## config.mk

```make
export PLATFORM = sky130hd
export DESIGN_NAME = man_coder_multi
export DESIGN_NICKNAME = d
export VERILOG_FILES = /design/src/rtl/man_coder_pkg.sv /design/src/rtl/man_coder_lane.sv /design/src/rtl/man_coder_multi.sv
export SDC_FILE = /design/constraint.sdc
export NUM_CORES = 1
export LEC_CHECK = 0
export ABC_AREA = 1
export CORE_AREA = 2 2 82 84
export CTS_CLUSTER_SIZE = 12
export DETAILED_ROUTE_END_ITERATION = 7
export DIE_AREA = 0 0 84 86
export GPL_TIMING_DRIVEN = 0
export PLACE_DENSITY_LB_ADDON = 0.08
export SLEW_MARGIN = 5
export SYNTH_ARGS = -nofsm -noshare
export SYNTH_HDL_FRONTEND = slang
export SYNTH_SLANG_ARGS = --single-unit
```

## constraint.sdc

```tcl
create_clock -name clk -period 2.74 [get_ports clk]
set_clock_uncertainty 0.05 [all_clocks]
set_input_delay 0.822 -clock clk [delete_from_list [all_inputs] [get_ports clk]]
set_output_delay 0.822 -clock clk [all_outputs]
set_load 0.01 [all_outputs]
```

## src/rtl/man_coder_pkg.sv

```systemverilog
// Shared types and helpers for the multi-lane Manchester encoder.
// Half-level pairs are packed as {first, second}.
package man_coder_pkg;

    typedef enum logic [1:0] {
        IDLE        = 2'd0,
        FIRST_HALF  = 2'd1,
        SECOND_HALF = 2'd2
    } lane_state_t;

    localparam logic MODE_THOMAS = 1'b0;
    localparam logic MODE_IEEE   = 1'b1;

    function automatic logic [1:0] half_levels(input logic data_bit, input logic mode);
        if (mode == MODE_IEEE)
            return data_bit ? 2'b01 : 2'b10;
        return data_bit ? 2'b10 : 2'b01;
    endfunction

endpackage

```

## src/rtl/man_coder_lane.sv

```systemverilog
// One Manchester encoder lane: valid/ready word intake, half-bit timing and
// shift-out.  A word accepted on the last cycle of a frame starts with no gap.
module man_coder_lane
    import man_coder_pkg::*;
#(
    parameter int FRAME_BITS    = 8,
    parameter int HALF_BIT_CLKS = 3,
    parameter bit MSB_FIRST     = 1'b1,
    parameter bit IDLE_LEVEL    = 1'b0
) (
    input  logic                  clk,
    input  logic                  reset,
    input  logic                  in_valid,
    output logic                  in_ready,
    input  logic [FRAME_BITS-1:0] in_data,
    input  logic                  mode_ieee,
    output logic                  tx_line,
    output logic                  tx_active,
    output logic                  frame_done
);

    localparam int PW = (HALF_BIT_CLKS > 1) ? $clog2(HALF_BIT_CLKS) : 1;
    localparam int BW = (FRAME_BITS > 1) ? $clog2(FRAME_BITS) : 1;

    // Handshake: a word moves when in_valid and in_ready are both high at a
    // rising clk edge; in_ready is a decode of registered state only.
    lane_state_t           state;
    logic [PW-1:0]         ph_cnt;
    logic [BW-1:0]         bit_cnt;
    logic [FRAME_BITS-1:0] shreg;
    logic                  mode;

    logic                  last_half;
    logic                  frame_end;
    logic                  accept;
    logic [FRAME_BITS-1:0] shifted;
    logic [1:0]            lv_in;
    logic [1:0]            lv_cur;
    logic [1:0]            lv_nxt;

    function automatic logic lead_bit(input logic [FRAME_BITS-1:0] w);
        return MSB_FIRST ? w[FRAME_BITS-1] : w[0];
    endfunction

    assign last_half  = (ph_cnt == PW'(HALF_BIT_CLKS - 1));
    assign frame_end  = (state == SECOND_HALF) && last_half && (bit_cnt == BW'(FRAME_BITS - 1));
    assign in_ready   = (state == IDLE) || frame_end;
    assign frame_done = frame_end;
    assign accept     = in_valid && in_ready;
    assign shifted    = MSB_FIRST ? (shreg << 1) : (shreg >> 1);
    assign lv_in      = half_levels(lead_bit(in_data), mode_ieee);
    assign lv_cur     = half_levels(lead_bit(shreg), mode);
    assign lv_nxt     = half_levels(lead_bit(shifted), mode);

    always_ff @(posedge clk) begin
        if (!reset) begin
            state     <= IDLE;
            ph_cnt    <= '0;
            bit_cnt   <= '0;
            shreg     <= '0;
            mode      <= MODE_THOMAS;
            tx_line   <= IDLE_LEVEL;
            tx_active <= 1'b0;
        end else if (accept) begin
            state     <= FIRST_HALF;
            ph_cnt    <= '0;
            bit_cnt   <= '0;
            shreg     <= in_data;
            mode      <= mode_ieee;
            tx_line   <= lv_in[1];
            tx_active <= 1'b1;
        end else begin
            unique case (state)
                FIRST_HALF: begin
                    if (last_half) begin
                        state   <= SECOND_HALF;
                        ph_cnt  <= '0;
                        tx_line <= lv_cur[0];
                    end else begin
                        ph_cnt <= ph_cnt + PW'(1);
                    end
                end
                SECOND_HALF: begin
                    if (!last_half) begin
                        ph_cnt <= ph_cnt + PW'(1);
                    end else if (!frame_end) begin
                        state   <= FIRST_HALF;
                        ph_cnt  <= '0;
                        bit_cnt <= bit_cnt + BW'(1);
                        shreg   <= shifted;
                        tx_line <= lv_nxt[1];
                    end else begin
                        // Frame over and nothing queued behind it.
                        state     <= IDLE;
                        ph_cnt    <= '0;
                        tx_line   <= IDLE_LEVEL;
                        tx_active <= 1'b0;
                    end
                end
                default: begin
                    state <= IDLE;
                end
            endcase
        end
    end

endmodule

```

## src/rtl/man_coder_multi.sv

```systemverilog
// Multi-lane Manchester encoder top: slices the packed word bus per lane and
// packs the per-lane outputs back into vectors.
module man_coder_multi
    import man_coder_pkg::*;
#(
    parameter int N_CH          = 2,
    parameter int FRAME_BITS    = 8,
    parameter int HALF_BIT_CLKS = 3,
    parameter bit MSB_FIRST     = 1'b1,
    parameter bit IDLE_LEVEL    = 1'b0
) (
    input  logic                       clk,
    input  logic                       reset,
    input  logic [N_CH-1:0]            in_valid,
    output logic [N_CH-1:0]            in_ready,
    input  logic [N_CH*FRAME_BITS-1:0] in_data,
    input  logic [N_CH-1:0]            mode_ieee,
    output logic [N_CH-1:0]            tx_line,
    output logic [N_CH-1:0]            tx_active,
    output logic [N_CH-1:0]            frame_done
);

    for (genvar i = 0; i < N_CH; i++) begin : g_lane
        man_coder_lane #(
            .FRAME_BITS    (FRAME_BITS),
            .HALF_BIT_CLKS (HALF_BIT_CLKS),
            .MSB_FIRST     (MSB_FIRST),
            .IDLE_LEVEL    (IDLE_LEVEL)
        ) u_lane (
            .clk        (clk),
            .reset      (reset),
            .in_valid   (in_valid[i]),
            .in_ready   (in_ready[i]),
            .in_data    (in_data[i*FRAME_BITS +: FRAME_BITS]),
            .mode_ieee  (mode_ieee[i]),
            .tx_line    (tx_line[i]),
            .tx_active  (tx_active[i]),
            .frame_done (frame_done[i])
        );
    end

endmodule

```

==> run summary, run 1 <==
hold crit path type - reg2reg
Slew @ Worst Pin - 0.539 ns
syn_nets - 337
crit path time final - 2.58 ns
post-synth top area share - 33.5%
synthesized cell area - 2150 µm²
share of power burned in registers - 45.8%
worst r2r src - g_lane[0].u_lane.state[0]
num ports - 30
Multi-input gate area - 1160 µm²
Final Hold Viols - 0
RSZ-0062 raised after global routing - false
Bufs and invs on worst path - 3
top post-synthesis cells by area - dfxtp_1 34%, nand2_1 14%, inv_1 7.2%
Req. time, crit path - 1.87 ns
worst-path cell chain - ha_2 > ha_4 > nand4_4 > nand2_4 > buf_6 > buf_4 > dlygate4sd2_1
combinational fraction of design power - 23.3%
register area share after synthesis - 33.5%
Ant. Diodes - 0
Crit path largest cell delay - 0.33 ns
Leakage - 1.25 nW
GRT Total Usage - 13.6%
global-route wire length before repair - 8010 µm
largest net degree at the start of global routing - 12
CTS Buf Count - 5
DR pass1 iterations - 4
final WL - 4620 µm
Synthesis Warnings - 0
Crit-path slowest cell - dfxtp_2
clk sinks - 36
register area - 723 µm²
share of layout cells above drive strength 1 - 17.0%
post-synth top area cell - dfxtp_1
Die Span Y - 86 µm
# fillers - 691
worst-path maximum fanout - 10
cts hold-fix bufs - 0
Max-slew headroom - 64.1%
Yosys cell types - 31
H-tree depth - 2
final core occ - 42.7%
Core ar. - 6280 µm²
HP Start - g_lane[1].u_lane.shreg[0]
initial antenna violation count - 0
Seq cells post-synth - 36
Power Dens Cells - 479 nW/µm²
ANT nets after route - 0
internal power - 0.000901 W
Worst EP arrival - 1.71 ns
Placer Congestion - 0.792
Worst path top cell family by delay - buffers and inverters
status - complete, no violations
Root Driver - clkbuf_8
Rows - 29
Layout Nets - 374
setup_tns - 0 ns
vias in the first global route - 1798
max-cap violations - 0
PortBufs - 28
Mapped Cells - 303
Clock power frac - 31.0%
die width - 84 µm
maximum vdd ir drop - 0.261 mV
final cycle utilization of the critical path - 94.3%
critical path depth in cells - 7
f_max - 387 MHz
CP endpoint kind - primary output
initial DRC count - 71
CTS tree - built
clk_lat worst skew - 0.29 ns
# setup viols final - 0
Sw Pwr - 0.000381 W
Reg clk slew, reported paths - 0.07 ns
crit path launch type - register
Hold Crit Depth - 2
via count - 1895
Area Growth Syn to Fin - 24.6%
R2R Setup Slk - 1.00 ns
Vias/cell - 4.53
GRT overflow - 0
routed length per instance - 11.1 µm
critical path class - reg2out
initial core utilization - 34.2%
Worst R2R End - g_lane[0].u_lane.bit_cnt[0]
Residual DRC - 0
Worst Hold Path EP - g_lane[1].u_lane.shreg[0]
Sw Ratio - 29.7%
post-synthesis area per instance - 7.09 µm²
worst reg2reg path depth - 9
die area - 7220 µm²
placed wire-length estimate - 3270 µm
fin. max-slew vios - 0
clock buffer depth - 2
-- flip-flops by register name, summed over array words and instances (netlist names) --
name,flops
g_lane.u_lane.tx_line,2
g_lane.u_lane.mode,2
g_lane.u_lane.shreg,16
g_lane.u_lane.bit_cnt,6
g_lane.u_lane.state,4
g_lane.u_lane.tx_active,2
g_lane.u_lane.ph_cnt,4
-- worst min-delay path: cells and delay by family (launching register included) --
kind	cells	cell delay, ns
and+or+nand+nor	1	0.06
AOI/OAI and AO/OA	1	0.05
DFF	1	0.31
-- timing repair --
action | CTS | global route
setup buffers | 2 | 0
pin swaps | 1 | 0
resized for setup | 12 | 3
setup endpoints to repair | 4 | 2
-- cell usage after synthesis --
| master | instances |
|---|---|
| clkbuf_1 | 1 |
| inv_1 | 41 |
| a21oi_2 | 7 |
| buf_4 | 10 |
| o21ai_0 | 8 |
| clkbuf_2 | 1 |
| nand4_4 | 2 |
| buf_1 | 1 |
| nand3b_1 | 1 |
| xor2_1 | 2 |
| dfxtp_1 | 36 |
| inv_2 | 5 |
| buf_6 | 3 |
| nand2_2 | 4 |
| o21ai_4 | 1 |
| nor2_4 | 1 |
| nand4_1 | 9 |
| or2_0 | 1 |
| nand2_4 | 1 |
| nor2_1 | 13 |
| buf_2 | 2 |
| nand3_2 | 2 |
| nand3_1 | 28 |
| nand2_1 | 78 |
| o21ai_1 | 3 |
| ha_1 | 12 |
| a21oi_4 | 1 |
| or2_2 | 1 |
| a21oi_1 | 26 |
| or2_1 | 1 |
| clkinv_1 | 1 |
-- cell families after synthesis --
family / count (synthesis) / share of synthesized area (%)
and+or+nand+nor: 142 / 31.4
buffers and inverters: 65 / 14.3
AOI/OAI and AO/OA: 46 / 13.0
DFF: 36 / 33.5
adders and majority gates: 12 / 6.98
xor gates and xnor gates: 2 / 0.815
-- how the worst max path moves through the flow --
stage | start | slack [ns] | endpoint
floorplan | g_lane[1].u_lane.bit_cnt[0] | 0.68 | in_ready[1]
global placement | g_lane[1].u_lane.state[0] | 0.08 | in_ready[1]
detailed placement | g_lane[1].u_lane.state[0] | 0.07 | in_ready[1]
CTS | g_lane[0].u_lane.state[0] | 0.02 | frame_done[0]
global route | g_lane[1].u_lane.bit_cnt[1] | 0.05 | in_ready[1]
finish | g_lane[1].u_lane.bit_cnt[0] | 0.16 | in_ready[1]
-- per-stage QoR --
| step | instance area (µm²) | std cells | setup WS [ns] | total power (W) | hold slack (ns) |
|---|---|---|---|---|---|
| finish | 2680 | 418 | 0.157 | 0.00128 | 0.411 |
| global route | 2680 | 418 | 0.0512 | 0.00137 | 0.450 |
| CTS | 2670 | 418 | 0.0159 | 0.00131 | 0.415 |
| detailed placement | 2530 | 408 | 0.0657 | 0.000898 | 0.403 |
| global placement | 2530 | 408 | 0.0819 | 0.000898 | 0.404 |
| floorplan | 2150 | 303 | 0.684 | 0.000801 | 0.390 |
-- power by group through the flow --
stage               Sequential (W)  Clock, W  Combinational (W)
finish                    0.000587  0.000397           0.000298
global route              0.000593  0.000440           0.000338
CTS                       0.000587  0.000417           0.000302
detailed placement        0.000598         0           0.000299
global placement          0.000599         0           0.000299
floorplan                 0.000593         0           0.000209
-- per-layer routing --
layer	routed length, µm	global-route usage (%)	vias to the layer above
met1	2340	17.3	829
met5	0	0	-
met2	2050	22.3	32
met4	50	4.84	0
met3	179	3.46	6
li1	-	-	1028
-- area by class of cell --
cell class	count	area share, %
Multi-Input combinational cell	202	43.2
Sequential cell	36	27.0
Timing Repair Buffer	30	11.1
Inverter	47	6.59
Buffer	18	5.05
Tap cell	77	3.60
Clock buffer	6	3.08
Clock inverter	2	0.374
-- cell usage in the layout (no fill, tap or decap), types with 2 or more instances in the layout --
master | synthesis | final
clkdlybuf4s50_1 | 0 | 24
dfxtp_2 | 0 | 2
xor2_1 | 2 | 2
nand2_4 | 1 | 2
dlygate4sd2_1 | 0 | 2
o21ai_0 | 8 | 8
clkinv_2 | 0 | 2
inv_2 | 5 | 6
ha_2 | 0 | 2
nand4_1 | 9 | 9
buf_6 | 3 | 4
nand2_1 | 78 | 78
ha_1 | 12 | 8
inv_1 | 41 | 40
a21oi_2 | 7 | 7
nand2_2 | 4 | 3
dlymetal6s2s_1 | 0 | 2
buf_4 | 10 | 11
ha_4 | 0 | 2
o21ai_1 | 3 | 3
nand3_2 | 2 | 2
dfxtp_1 | 36 | 34
nand4_4 | 2 | 2
a21oi_1 | 26 | 26
nand3_1 | 28 | 28
buf_2 | 2 | 2
nor2_1 | 13 | 13
clkbuf_8 | 0 | 6
Power figures use the tool's default switching activity.
==> run 2, diff against run 1 <==
CAP_MARGIN = 20   (was default)
SKIP_LAST_GASP = 1   (was default)
==> results of run 2 <==
No change in the layout: final DEF, timing and power equal those of run 1.
